[src/rtl/rv32i_pkg.sv]
// Shared RV32I writeback definitions: widths, the writeback request payload and source select.
package rv32i_pkg;

    localparam int unsigned XLEN   = 32;
    localparam int unsigned REG_AW = 5;
    localparam int unsigned NREG   = 2 ** REG_AW;

    typedef struct packed {
        logic [REG_AW-1:0] rd;
        logic [XLEN-1:0]   data;
    } wb_req_t;

    typedef enum logic [1:0] {
        WB_NONE = 2'd0,
        WB_ALU  = 2'd1,
        WB_LSU  = 2'd2
    } wb_src_e;

    // x0 is hard-wired zero, so any write aimed at it is suppressed
    function automatic logic is_x0(input logic [REG_AW-1:0] rd);
        return rd == REG_AW'(0);
    endfunction

endpackage

[src/rtl/regfile_wb_arbiter_if.sv]
// Bundle between execute/LSU/issue stages and the writeback arbiter.
interface regfile_wb_arbiter_if;
    import rv32i_pkg::*;

    logic              iss_valid;
    logic [REG_AW-1:0] iss_rd;

    logic              alu_valid;
    logic              alu_ready;
    logic [REG_AW-1:0] alu_rd;
    logic [XLEN-1:0]   alu_data;

    logic              lsu_valid;
    logic              lsu_ready;
    logic [REG_AW-1:0] lsu_rd;
    logic [XLEN-1:0]   lsu_data;

    logic [REG_AW-1:0] rs1;
    logic [REG_AW-1:0] rs2;
    logic              rs1_busy;
    logic              rs2_busy;

    logic              wb_we;
    logic [REG_AW-1:0] wb_rd;
    logic [XLEN-1:0]   wb_d;

    // Pipeline side: offers results, issues loads, reads busy and the write port
    modport master (
        output iss_valid, iss_rd,
        output alu_valid, alu_rd, alu_data,
        output lsu_valid, lsu_rd, lsu_data,
        output rs1, rs2,
        input  alu_ready, lsu_ready, rs1_busy, rs2_busy,
        input  wb_we, wb_rd, wb_d
    );

    modport slave (
        input  iss_valid, iss_rd,
        input  alu_valid, alu_rd, alu_data,
        input  lsu_valid, lsu_rd, lsu_data,
        input  rs1, rs2,
        output alu_ready, lsu_ready, rs1_busy, rs2_busy,
        output wb_we, wb_rd, wb_d
    );

endinterface

[src/rtl/regfile_wb_arbiter_fifo.sv]
// Synchronous FIFO holding pending LSU load results; head is presented without a pop.
module regfile_wb_arbiter_fifo
    import rv32i_pkg::*;
#(
    parameter int unsigned DEPTH = 2
) (
    input  logic    clk,
    input  logic    rst_n,
    input  logic    push,
    input  wb_req_t push_data,
    input  logic    pop,
    output wb_req_t head,
    output logic    full,
    output logic    empty
);

    localparam int unsigned AW = $clog2(DEPTH);
    localparam int unsigned CW = $clog2(DEPTH) + 1;

    wb_req_t         mem [DEPTH];
    logic [AW-1:0]   wr_ptr;
    logic [AW-1:0]   rd_ptr;
    logic [CW-1:0]   count;

    assign full  = (count == CW'(DEPTH));
    assign empty = (count == CW'(0));
    assign head  = mem[rd_ptr];

    // Pointers wrap naturally since DEPTH is a power of two
    always_ff @(posedge clk or negedge rst_n) begin
        if (!rst_n) begin
            wr_ptr <= AW'(0);
            rd_ptr <= AW'(0);
            count  <= CW'(0);
        end else begin
            if (push) wr_ptr <= wr_ptr + AW'(1);
            if (pop)  rd_ptr <= rd_ptr + AW'(1);
            if (push && !pop)      count <= count + CW'(1);
            else if (pop && !push) count <= count - CW'(1);
        end
    end

    always_ff @(posedge clk) begin
        if (push) mem[wr_ptr] <= push_data;
    end

endmodule

[src/rtl/regfile_wb_arbiter.sv]
// Merges ALU and LSU results onto the single regfile write port and tracks pending loads.
module regfile_wb_arbiter
    import rv32i_pkg::*;
#(
    parameter int unsigned LSU_DEPTH  = 2,
    parameter int unsigned STARVE_MAX = 4
) (
    input  logic                 clk,
    input  logic                 rst_n,
    regfile_wb_arbiter_if.slave  bus
);

    localparam int unsigned SW = $clog2(STARVE_MAX + 1);

    wb_req_t          fifo_head;
    wb_req_t          push_data;
    logic             fifo_full;
    logic             fifo_empty;
    logic             push;
    logic             pop;
    logic             force_lsu;
    wb_src_e          src;

    logic [SW-1:0]    starve_cnt;
    logic [SW-1:0]    starve_nxt;
    logic [NREG-1:0]  busy;
    logic [NREG-1:0]  busy_nxt;

    logic             wb_we_q;
    logic [REG_AW-1:0] wb_rd_q;
    logic [XLEN-1:0]  wb_d_q;

    assign push_data = '{rd: bus.lsu_rd, data: bus.lsu_data};
    assign push      = bus.lsu_valid && !fifo_full;

    regfile_wb_arbiter_fifo #(.DEPTH(LSU_DEPTH)) u_fifo (
        .clk       (clk),
        .rst_n     (rst_n),
        .push      (push),
        .push_data (push_data),
        .pop       (pop),
        .head      (fifo_head),
        .full      (fifo_full),
        .empty     (fifo_empty)
    );

    // One winner per cycle; a starved LSU head preempts the ALU
    always_comb begin
        src       = WB_NONE;
        force_lsu = (starve_cnt == SW'(STARVE_MAX)) && !fifo_empty;
        if (force_lsu)          src = WB_LSU;
        else if (bus.alu_valid) src = WB_ALU;
        else if (!fifo_empty)   src = WB_LSU;
        pop = (src == WB_LSU);
    end

    always_comb begin
        starve_nxt = starve_cnt;
        if (pop || fifo_empty)   starve_nxt = SW'(0);
        else if (src == WB_ALU)  starve_nxt = starve_cnt + SW'(1);
    end

    // Issue-side set is applied after the pop-side clear so a same-index collision stays busy
    always_comb begin
        busy_nxt = busy;
        if (pop && !is_x0(fifo_head.rd)) busy_nxt[fifo_head.rd] = 1'b0;
        if (bus.iss_valid && !is_x0(bus.iss_rd)) busy_nxt[bus.iss_rd] = 1'b1;
        busy_nxt[0] = 1'b0;
    end

    always_ff @(posedge clk or negedge rst_n) begin
        if (!rst_n) begin
            starve_cnt <= SW'(0);
            busy       <= '0;
        end else begin
            starve_cnt <= starve_nxt;
            busy       <= busy_nxt;
        end
    end

    // Write-port registers: index/data follow the winner even for x0, enable does not
    always_ff @(posedge clk or negedge rst_n) begin
        if (!rst_n) begin
            wb_we_q <= 1'b0;
            wb_rd_q <= REG_AW'(0);
            wb_d_q  <= XLEN'(0);
        end else begin
            unique case (src)
                WB_ALU: begin
                    wb_we_q <= !is_x0(bus.alu_rd);
                    wb_rd_q <= bus.alu_rd;
                    wb_d_q  <= bus.alu_data;
                end
                WB_LSU: begin
                    wb_we_q <= !is_x0(fifo_head.rd);
                    wb_rd_q <= fifo_head.rd;
                    wb_d_q  <= fifo_head.data;
                end
                default: wb_we_q <= 1'b0;
            endcase
        end
    end

    assign bus.alu_ready = !force_lsu;
    assign bus.lsu_ready = !fifo_full;
    assign bus.rs1_busy  = busy[bus.rs1];
    assign bus.rs2_busy  = busy[bus.rs2];
    assign bus.wb_we     = wb_we_q;
    assign bus.wb_rd     = wb_rd_q;
    assign bus.wb_d      = wb_d_q;

endmodule

[src/flat_wrapper.sv]
// flat-port wrapper written by rule: the top's interface ports become plain ports
module regfile_wb_arbiter_flat import rv32i_pkg::*;
#(
    parameter int unsigned LSU_DEPTH  = 2,
    parameter int unsigned STARVE_MAX = 4
)
  (clk, rst_n, bus_iss_valid, bus_iss_rd, bus_alu_valid, bus_alu_rd, bus_alu_data, bus_lsu_valid, bus_lsu_rd, bus_lsu_data, bus_rs1, bus_rs2, bus_alu_ready, bus_lsu_ready, bus_rs1_busy, bus_rs2_busy, bus_wb_we, bus_wb_rd, bus_wb_d);
  regfile_wb_arbiter_if bus_i ();
  input  logic clk;
  input  logic rst_n;
  input wire logic [$bits(bus_i.iss_valid)-1:0] bus_iss_valid;
  input wire logic [$bits(bus_i.iss_rd)-1:0] bus_iss_rd;
  input wire logic [$bits(bus_i.alu_valid)-1:0] bus_alu_valid;
  input wire logic [$bits(bus_i.alu_rd)-1:0] bus_alu_rd;
  input wire logic [$bits(bus_i.alu_data)-1:0] bus_alu_data;
  input wire logic [$bits(bus_i.lsu_valid)-1:0] bus_lsu_valid;
  input wire logic [$bits(bus_i.lsu_rd)-1:0] bus_lsu_rd;
  input wire logic [$bits(bus_i.lsu_data)-1:0] bus_lsu_data;
  input wire logic [$bits(bus_i.rs1)-1:0] bus_rs1;
  input wire logic [$bits(bus_i.rs2)-1:0] bus_rs2;
  output wire logic [$bits(bus_i.alu_ready)-1:0] bus_alu_ready;
  output wire logic [$bits(bus_i.lsu_ready)-1:0] bus_lsu_ready;
  output wire logic [$bits(bus_i.rs1_busy)-1:0] bus_rs1_busy;
  output wire logic [$bits(bus_i.rs2_busy)-1:0] bus_rs2_busy;
  output wire logic [$bits(bus_i.wb_we)-1:0] bus_wb_we;
  output wire logic [$bits(bus_i.wb_rd)-1:0] bus_wb_rd;
  output wire logic [$bits(bus_i.wb_d)-1:0] bus_wb_d;
  assign bus_i.iss_valid = bus_iss_valid;
  assign bus_i.iss_rd = bus_iss_rd;
  assign bus_i.alu_valid = bus_alu_valid;
  assign bus_i.alu_rd = bus_alu_rd;
  assign bus_i.alu_data = bus_alu_data;
  assign bus_i.lsu_valid = bus_lsu_valid;
  assign bus_i.lsu_rd = bus_lsu_rd;
  assign bus_i.lsu_data = bus_lsu_data;
  assign bus_i.rs1 = bus_rs1;
  assign bus_i.rs2 = bus_rs2;
  assign bus_alu_ready = bus_i.alu_ready;
  assign bus_lsu_ready = bus_i.lsu_ready;
  assign bus_rs1_busy = bus_i.rs1_busy;
  assign bus_rs2_busy = bus_i.rs2_busy;
  assign bus_wb_we = bus_i.wb_we;
  assign bus_wb_rd = bus_i.wb_rd;
  assign bus_wb_d = bus_i.wb_d;
  regfile_wb_arbiter #(.LSU_DEPTH(LSU_DEPTH), .STARVE_MAX(STARVE_MAX)) u_core (.clk(clk), .rst_n(rst_n), .bus(bus_i));
endmodule
[config.mk]
export PLATFORM = sky130hd
export DESIGN_NAME = regfile_wb_arbiter_flat
export DESIGN_NICKNAME = d
export VERILOG_FILES = /design/src/rtl/rv32i_pkg.sv /design/src/rtl/regfile_wb_arbiter_if.sv /design/src/rtl/regfile_wb_arbiter_fifo.sv /design/src/rtl/regfile_wb_arbiter.sv /design/src/flat_wrapper.sv
export SDC_FILE = /design/constraint.sdc
export NUM_CORES = 1
export LEC_CHECK = 0
export BUFFER_PORTS_ARGS = -buffer_cell sky130_fd_sc_hd__buf_4
export CAP_MARGIN = 20
export CORE_AREA = 2 2 115 117
export DETAILED_ROUTE_END_ITERATION = 7
export DIE_AREA = 0 0 117 119
export PLACE_DENSITY = 0.84
export SETUP_SLACK_MARGIN = 0.4
export SYNTH_ARGS = -nofsm -noshare
export SYNTH_HDL_FRONTEND = slang
export SYNTH_HIERARCHICAL = 1
export SYNTH_SLANG_ARGS = --single-unit
[constraint.sdc]
create_clock -name clk -period 3.6 [get_ports clk]
set_input_delay 0.36 -clock clk [delete_from_list [all_inputs] [get_ports clk]]
set_output_delay 0.36 -clock clk [all_outputs]
set_load 0.05 [all_outputs]
==> summary.md, run 1 <==
| Metric | Value |
|---|---|
| H-tree depth | 4 |
| Register area share after synthesis | between 60% and 70% |
| Tot Pwr | ~7.5 mW |
| Async SR Flop Fraction | just over 50% |
| Final Critical Period | 2.68 ns |
| Average instance area after synthesis | roughly 13 um^2 |
| R2R cell count | 9 |
| Wire per inst | between 15 and 20 um |
| Via Count | around 4800 |
| Tightest Pin Transition | 1.01 ns |
| Status | complete, no violations |
| Worst r2r src | u_core/u_fifo/count[0] |
| Initial antenna violation count | 0 |
| Post-Syn Instances | ~530 |
| Setup ws final | 0.921 ns |
| Setup_tns | 0 ns |
| Post-CTS Resized | 0 |
| Final HPWL DP | between 10000 and 15000 um |
| Antenna Cells | 0 |
| TritonCTS Buffers | 17 |
| Total grt overflow | 0 |
| DIE AREA | between 0.01 and 0.015 mm^2 |
| # DRC | 0 |
| Leak | 3.49 nW |
| CP startpoint kind | flop |
| DIE WIDTH | roughly 120 um |
| Worst EP required | 3.86 ns |
| Yosys reg bits | 150 |
| Worst reg2reg endpoint | u_core/bus.wb_d[4] |
| Final Non-Filler Cells | 846 |
| First-pass GRT wire length | about 25000 um |
| CTS clk-pin slew, worst paths | 0.06 ns |
| Most common cell in the netlist | o21ai_0 |
| Post-CTS Setup Inserts | 0 |
| Final wirelength | roughly 16000 um |
| Number of I/O port buffers | ~140 |
| Placed Area | between 0.007 and 0.008 mm^2 |
| Synthesis-to-finish area growth | 25.2% |
| Core Util, Final | between 60% and 70% |
| Post-DRT Antenna Nets | 0 |
| FP Rows | between 40 and 50 |
| Hold_ws | around 0.11 ns |
| FMAX | 0.373 GHz |
| Area contributors post-synth | edfxtp_1, dfrtp_1, mux2i_1 |
| Area leader, netlist | edfxtp_1 |
| Final nets | 756 |
| Final Setup Violations | 0 |
| RSZ-0062 raised after global routing | false |
| Fin. max-slew vios | 0 |
| Worst slack, placed | 1.03 ns |
| CTS root buf | clkbuf_16 |
| Crit path kind | flop to flop |
| Vias in the first global route | ~4900 |
| Clk Latency, worst-skew pair | between 0.4 and 0.5 ns |
| Final period util | around three quarters |
| Hold_buf cts | 0 |
| Sink Count | 150 |
| Hold/Removal Path Class | input pin to async pin |
| I/O pin cnt | 136 |
| CTS tree | built |
| Final Hold Fails | 0 |
| CP Capture Type | flop |
| Worst VDD drop | roughly 0.00055 V |
| CP Max Fanout | 32 |
| Synth top area share | ~33% |
| Initial cell density of the core | between 50% and 60% |
| Post-Syn Nets | around 620 |
| Slew HR | between 30% and 40% |
| Dpl cells | ~800 |
| Core Area | 0.0129 mm^2 |
| Top FF cell, synth | dfrtp_1 |
| PwrDens | around 870 mW/mm^2 |
| Largest net degree at the start of global routing | 77 |
| Synth unique cells | between 40 and 50 |
| Ys Warns | 6 |
| Drt pass-1 iters | 8 |
| Post-DR vias/cell | between 5 and 6 |
| Number of flops mapped to enable cells by yosys | between 70 and 80 |
| Reg-to-reg slack, setup | a little over 0.9 ns |
| Finished Cell Area | between 0.008 and 0.009 mm^2 |
| Arr. time, crit path | about 2.9 ns |
| # Max-Cap Violations | 0 |
| Die Ht | about 120 um |
| Commonest cells post-synth | o21ai_0, dfrtp_1, edfxtp_1, mux2i_1, nand2_1 |
| GP Congestion | about 0.83 |
| DR iter-0 viols | between 300 and 400 |
| GRT Total Usage | between 20% and 30% |
| Layout cell share with drive strength beyond 1 | about 33% |
| Mapped cell area | 0.00681 mm^2 |
| Worst Clk Skew | between 0.009 and 0.01 ns |
| Bufs on Longest Clock Path | 2 |
[critical path: stages, from the launching register on]
cell,delay [ns]
dfrtp_1,0.43
nor2_1,0.13
nand3b_1,0.19
nand2_1,0.12
nand2b_1,0.09
inv_1,0.06
ha_2,0.45
buf_4,0.56
mux2i_1,0.32
o21ai_0,0.13
[cell families (layout without fill, tap and decap cells)]
group	Yosys count	after routing	share of synthesized area, %
flip-flops	150	150	60.6
AO/OA/AOI/OAI	117	117	9.28
AND/OR/NAND/NOR	110	110	8.23
multiplexers	99	99	17.4
buffers and inverters	37	182	2.66
XOR/XNOR	7	7	0.900
adder cells (fa/ha/maj)	5	5	0.919
[cell type report]
type / instances / area (um^2)
Fill cell: 905 / 4350
Tap cell: 176 / 220
Sequential cell: 150 / 4130
Clock buffer: 19 / 443
Multi-Input combinational cell: 338 / 2510
Inverter: 10 / 37.5
Clock inverter: 13 / 133
Timing Repair Buffer: 140 / 1050
[state kept, by name (all words and copies together) (netlist names)]
register              flops
u_core/u_fifo/count       2
u_core/bus.wb_d          32
u_core/u_fifo/wr_ptr      1
u_core/busy              31
u_core/bus.wb_rd          5
u_core/u_fifo/rd_ptr      1
u_core/bus.wb_we          1
u_core/starve_cnt         3
u_core/u_fifo/mem        74
[power by group]
part / internal, mW / switching [mW]
Combinational: 1.08 / 1.83
Clock: 1.03 / 0.664
Sequential: 2.46 / 0.402
Total: 4.57 / 2.89
[worst max path at each step]
stage	startpoint	slack [ns]	end
5_1_grt	u_core/u_fifo/count[0]	0.72	u_core/bus.wb_d[19]
6_report	u_core/u_fifo/count[0]	0.92	u_core/bus.wb_d[4]
4_1_cts	u_core/u_fifo/count[0]	0.97	u_core/bus.wb_d[4]
3_5_place_dp	u_core/u_fifo/count[0]	1.03	u_core/bus.wb_d[1]
2_1_floorplan	u_core/u_fifo/count[1]	0.71	u_core/u_fifo/mem[0][0]
3_3_place_gp	u_core/u_fifo/count[0]	1.21	u_core/bus.wb_d[3]
[routing by layer]
layer | wire length, um | track usage, %
met1 | 6170 | 29.3
met2 | 8100 | 38.9
met3 | 1380 | 7.63
met4 | 257 | 8.90
met5 | 0 | 0
[placed cells by master, fill, tap and decap left out, drive strengths merged, types with 4 or more instances in the layout]
cell type and count:
a21oi 7, a22oi 4, buf 140, clkbuf 19, clkinv 5, clkinvlp 6, dfrtp 76, edfxtp 74
ha 5, inv 10, mux2 37, mux2i 56, mux4 6, nand2 46, nand2b 6, nand3 13
nand3b 10, nor2 9, nor2b 7, nor3 4, o21ai 97, or2 4, xor2 5
(Power assumes the default switching activity.)
==> run 2, diff against run 1 <==
CORE_AREA = 2 2 120 122   (was 2 2 115 117)
DIE_AREA = 0 0 122 124   (was 0 0 117 119)
PLACE_DENSITY = 0.82   (was 0.84)
clock period = 2.2 ns   (was 3.6 ns; I/O delays follow)
==> run 2 against run 1 <==
Compared with the run above: the flow now finishes with violations (negative setup slack); sequential power increased by 65%; critical path type unchanged; worst hold slack lost 0.029 ns; non-clock buffer count increased by 87; combinational power rose by 120%; critical endpoint is now u_core/busy[16]; first-iteration DRC count increased by 27%; sequential cell count is the same.
==> summary.md, run 2 (synthesis gave the netlist of run 1 again) <==
| Metric | Value |
|---|---|
| Reg-to-reg slack, setup | -0.07 ns (-0.99 ns) |
| Number of I/O port buffers | 135 (unchanged) |
| Bufs on Longest Clock Path | 2 (unchanged) |
| Setup_tns | -0.0662 ns (-0.0662 ns) |
| Core Area | 0.0137 mm^2 (+6.6%) |
| Drt pass-1 iters | 5 (-3) |
| Clk Latency, worst-skew pair | 0.42 ns (about the same) |
| Crit-path most repeated cell | inv_4 |
| DIE AREA | 0.0151 mm^2 (+8.7%) |
| Arr. time, crit path | 2.55 ns (-0.39 ns) |
| Final Setup Violations | 2 (+2) |
| CP cell instances | inv_1, ha_2, nand3b_1, nand2_2, nand2b_4, inv_4, ha_4, inv_4, or3_4, o41ai_4, o21ai_1 |
| H-tree depth | 4 (unchanged) |
| FILL cells | 797 (-12%) |
| Post-DR vias/cell | 5.84 (+4.0%) |
| Final nets | 843 (+12%) |
| FP Rows | 43 (+2.4%) |
| CP top delay family | simple AND/OR/NAND/NOR gates |
| Fin. max-slew vios | 0 (unchanged) |
| Synthesis-to-finish area growth | 45.6% |
| Finished Cell Area | 0.00992 mm^2 (+16%) |
| DR iter-0 viols | 503 (+27%) |
| PwrDens | 1420 mW/mm^2 (+62%) |
| DIE WIDTH | 122 um (+4.3%) |
| Worst VDD drop | 0.000768 V (+40%) |
| R2R cell count | 11 (+2) |
| Wire per inst | 22.1 um (+17%) |
| Die Ht | 124 um (+4.2%) |
| GP Congestion | 0.924 (+12%) |
| Final wirelength | 20700 um (+30%) |
| Most common library cell in the layout ignoring fill and taps | buf_4 |
| # Max-Cap Violations | 0 (unchanged) |
| Slew HR | 40.0% (+7.4 points) |
| Hold Path Sink | u_core/bus.wb_d[11] |
| Hold/Removal Path Class | input pin to flop |
| Worst EP required | 2.48 ns (-1.38 ns) |
| Dpl cells | 822 (+0.98%) |
| Hold_ws | 0.0781 ns (-0.0294 ns) |
| Vias in the first global route | 5532 (+13%) |
| I/O pin cnt | 136 (unchanged) |
| Hold depth | 3 |
| Final HPWL DP | 11500 um (+4.6%) |
| CP Capture Type | flop |
| Sink Count | 150 (unchanged) |
| CP Max Fanout | 5 (-84%) |
| Commonest non-fill, non-tap cells in the layout | buf_4, o21ai_1, dfrtp_1, edfxtp_1 |
| Largest net degree at the start of global routing | 68 (-12%) |
| CTS root buf | clkbuf_16 |
| Layout cell share with drive strength beyond 1 | 43.7% (+10 points) |
| Tightest Pin Transition | 0.900 ns (-0.110 ns) |
| Crit path kind | flop to flop |
| CP startpoint kind | flop |
| Final Hold Fails | 0 (unchanged) |
| Max incr delay on CP | 0.42 ns (-0.14 ns) |
| FMAX | 0.441 GHz (+18%) |
| Min-Delay Startpoint | bus_alu_data[11] |
| Antenna Cells | 0 (unchanged) |
| Final period util | 103% (+29 points) |
| Via Count | 5473 (+15%) |
| Post-DRT Antenna Nets | 0 (unchanged) |
| Final Critical Period | 2.27 ns (-0.414 ns) |
| Max reg flops | 74 (unchanged) |
| CTS clk-pin slew, worst paths | 0.06 ns (about the same) |
| RSZ-0062 raised after global routing | true |
| Placed Area | 0.00806 mm^2 (+1.3%) |
| Initial antenna violation count | 0 (unchanged) |
| Status | finished, violations left |
| Slowest CP cell | or3_4 |
| Worst r2r src | u_core/starve_cnt[0] |
| Worst slack, placed | -0.0297 ns (-1.06 ns) |
| Worst Clk Skew | 0.0112 ns (+0.00199 ns) |
| Total grt overflow | 0 (unchanged) |
| Worst path buffer plus inverter count | 3 (+1) |
| Final Non-Filler Cells | 937 (+11%) |
| TritonCTS Buffers | 17 (unchanged) |
| Top reg by flops | u_core/u_fifo/mem |
| Leak | 4.10 nW (+18%) |
| Worst reg2reg endpoint | u_core/busy[16] |
| First-pass GRT wire length | 29300 um (+18%) |
| GRT Total Usage | 25.9% (+2.1 points) |
| Failing checks | negative setup slack |
| Initial cell density of the core | 49.6% (-3.3 points) |
| Setup ws final | -0.0651 ns (-0.986 ns) |
| # DRC | 0 (unchanged) |
| CTS tree | built |
-- run 2: layout make-up --
class | count | area (um^2) | share of cell area, %
Tap cell | 180 | 225 | 2.27
Inverter | 10 | 42.5 | 0.429
Clock buffer | 19 | 443 | 4.47
Sequential cell | 150 | 4130 | 41.6
Multi-Input combinational cell | 338 | 2840 | 28.7
Timing Repair Buffer | 227 | 2050 | 20.7
Clock inverter | 13 | 181 | 1.83
-- run 2: worst max-delay path by stage --
stage / from / to / depth (start not counted)
5_1_grt: u_core/starve_cnt[1] / u_core/busy[16] / 11
2_1_floorplan: u_core/starve_cnt[0] / u_core/busy[8] / 12
3_3_place_gp: u_core/starve_cnt[0] / u_core/busy[26] / 11
4_1_cts: u_core/busy[23] / bus_rs2_busy / 5
3_5_place_dp: u_core/starve_cnt[0] / u_core/busy[26] / 11
6_report: u_core/starve_cnt[0] / u_core/busy[16] / 11
-- run 2: worst register-to-register path: stages (launching register included) --
cell,delay [ns]
dfrtp_1,0.38
inv_1,0.08
ha_2,0.17
nand3b_1,0.13
nand2_2,0.14
nand2b_4,0.07
inv_4,0.06
ha_4,0.18
inv_4,0.06
or3_4,0.42
o41ai_4,0.28
o21ai_1,0.15
-- run 2: metal layers --
layer / vias to the layer above / global-route usage [%] / wire (um)
met1: 2710 / 30.4 / 7780
met4: 0 / 10.3 / 775
met2: 316 / 44.4 / 10500
li1: 2376 / - / -
met5: - / 0 / 0
met3: 71 / 8.10 / 1590
-- run 2: power by group --
part           internal (mW)  leakage (nW)  switching (mW)
Combinational           2.59          2.20            3.68
Sequential              4.01          1.60           0.696
Clock                   1.92         0.303            1.15
Total                   8.53          4.10            5.53
-- run 2: what timing repair did --
item | 4_1_cts | 5_1_grt
hold endpoints to repair | 140 | 0
pin swaps | 27 | 27
buffers inserted | 23 | 16
endpoints found under the setup margin | 77 | 127
cloned | 6 | 0
hold buffers | 38 | 0
resized for setup | 70 | 93
-- run 2: stage by stage --
| stage | util [%] | total power, mW |
|---|---|---|
| detailed placement | 58.7 | 9.59 |
| floorplan | - | 8.04 |
| global route | 72.3 | 14.5 |
| CTS | 69.6 | 13.3 |
| finish | 72.3 | 14.1 |
| global placement | 58.7 | 9.35 |
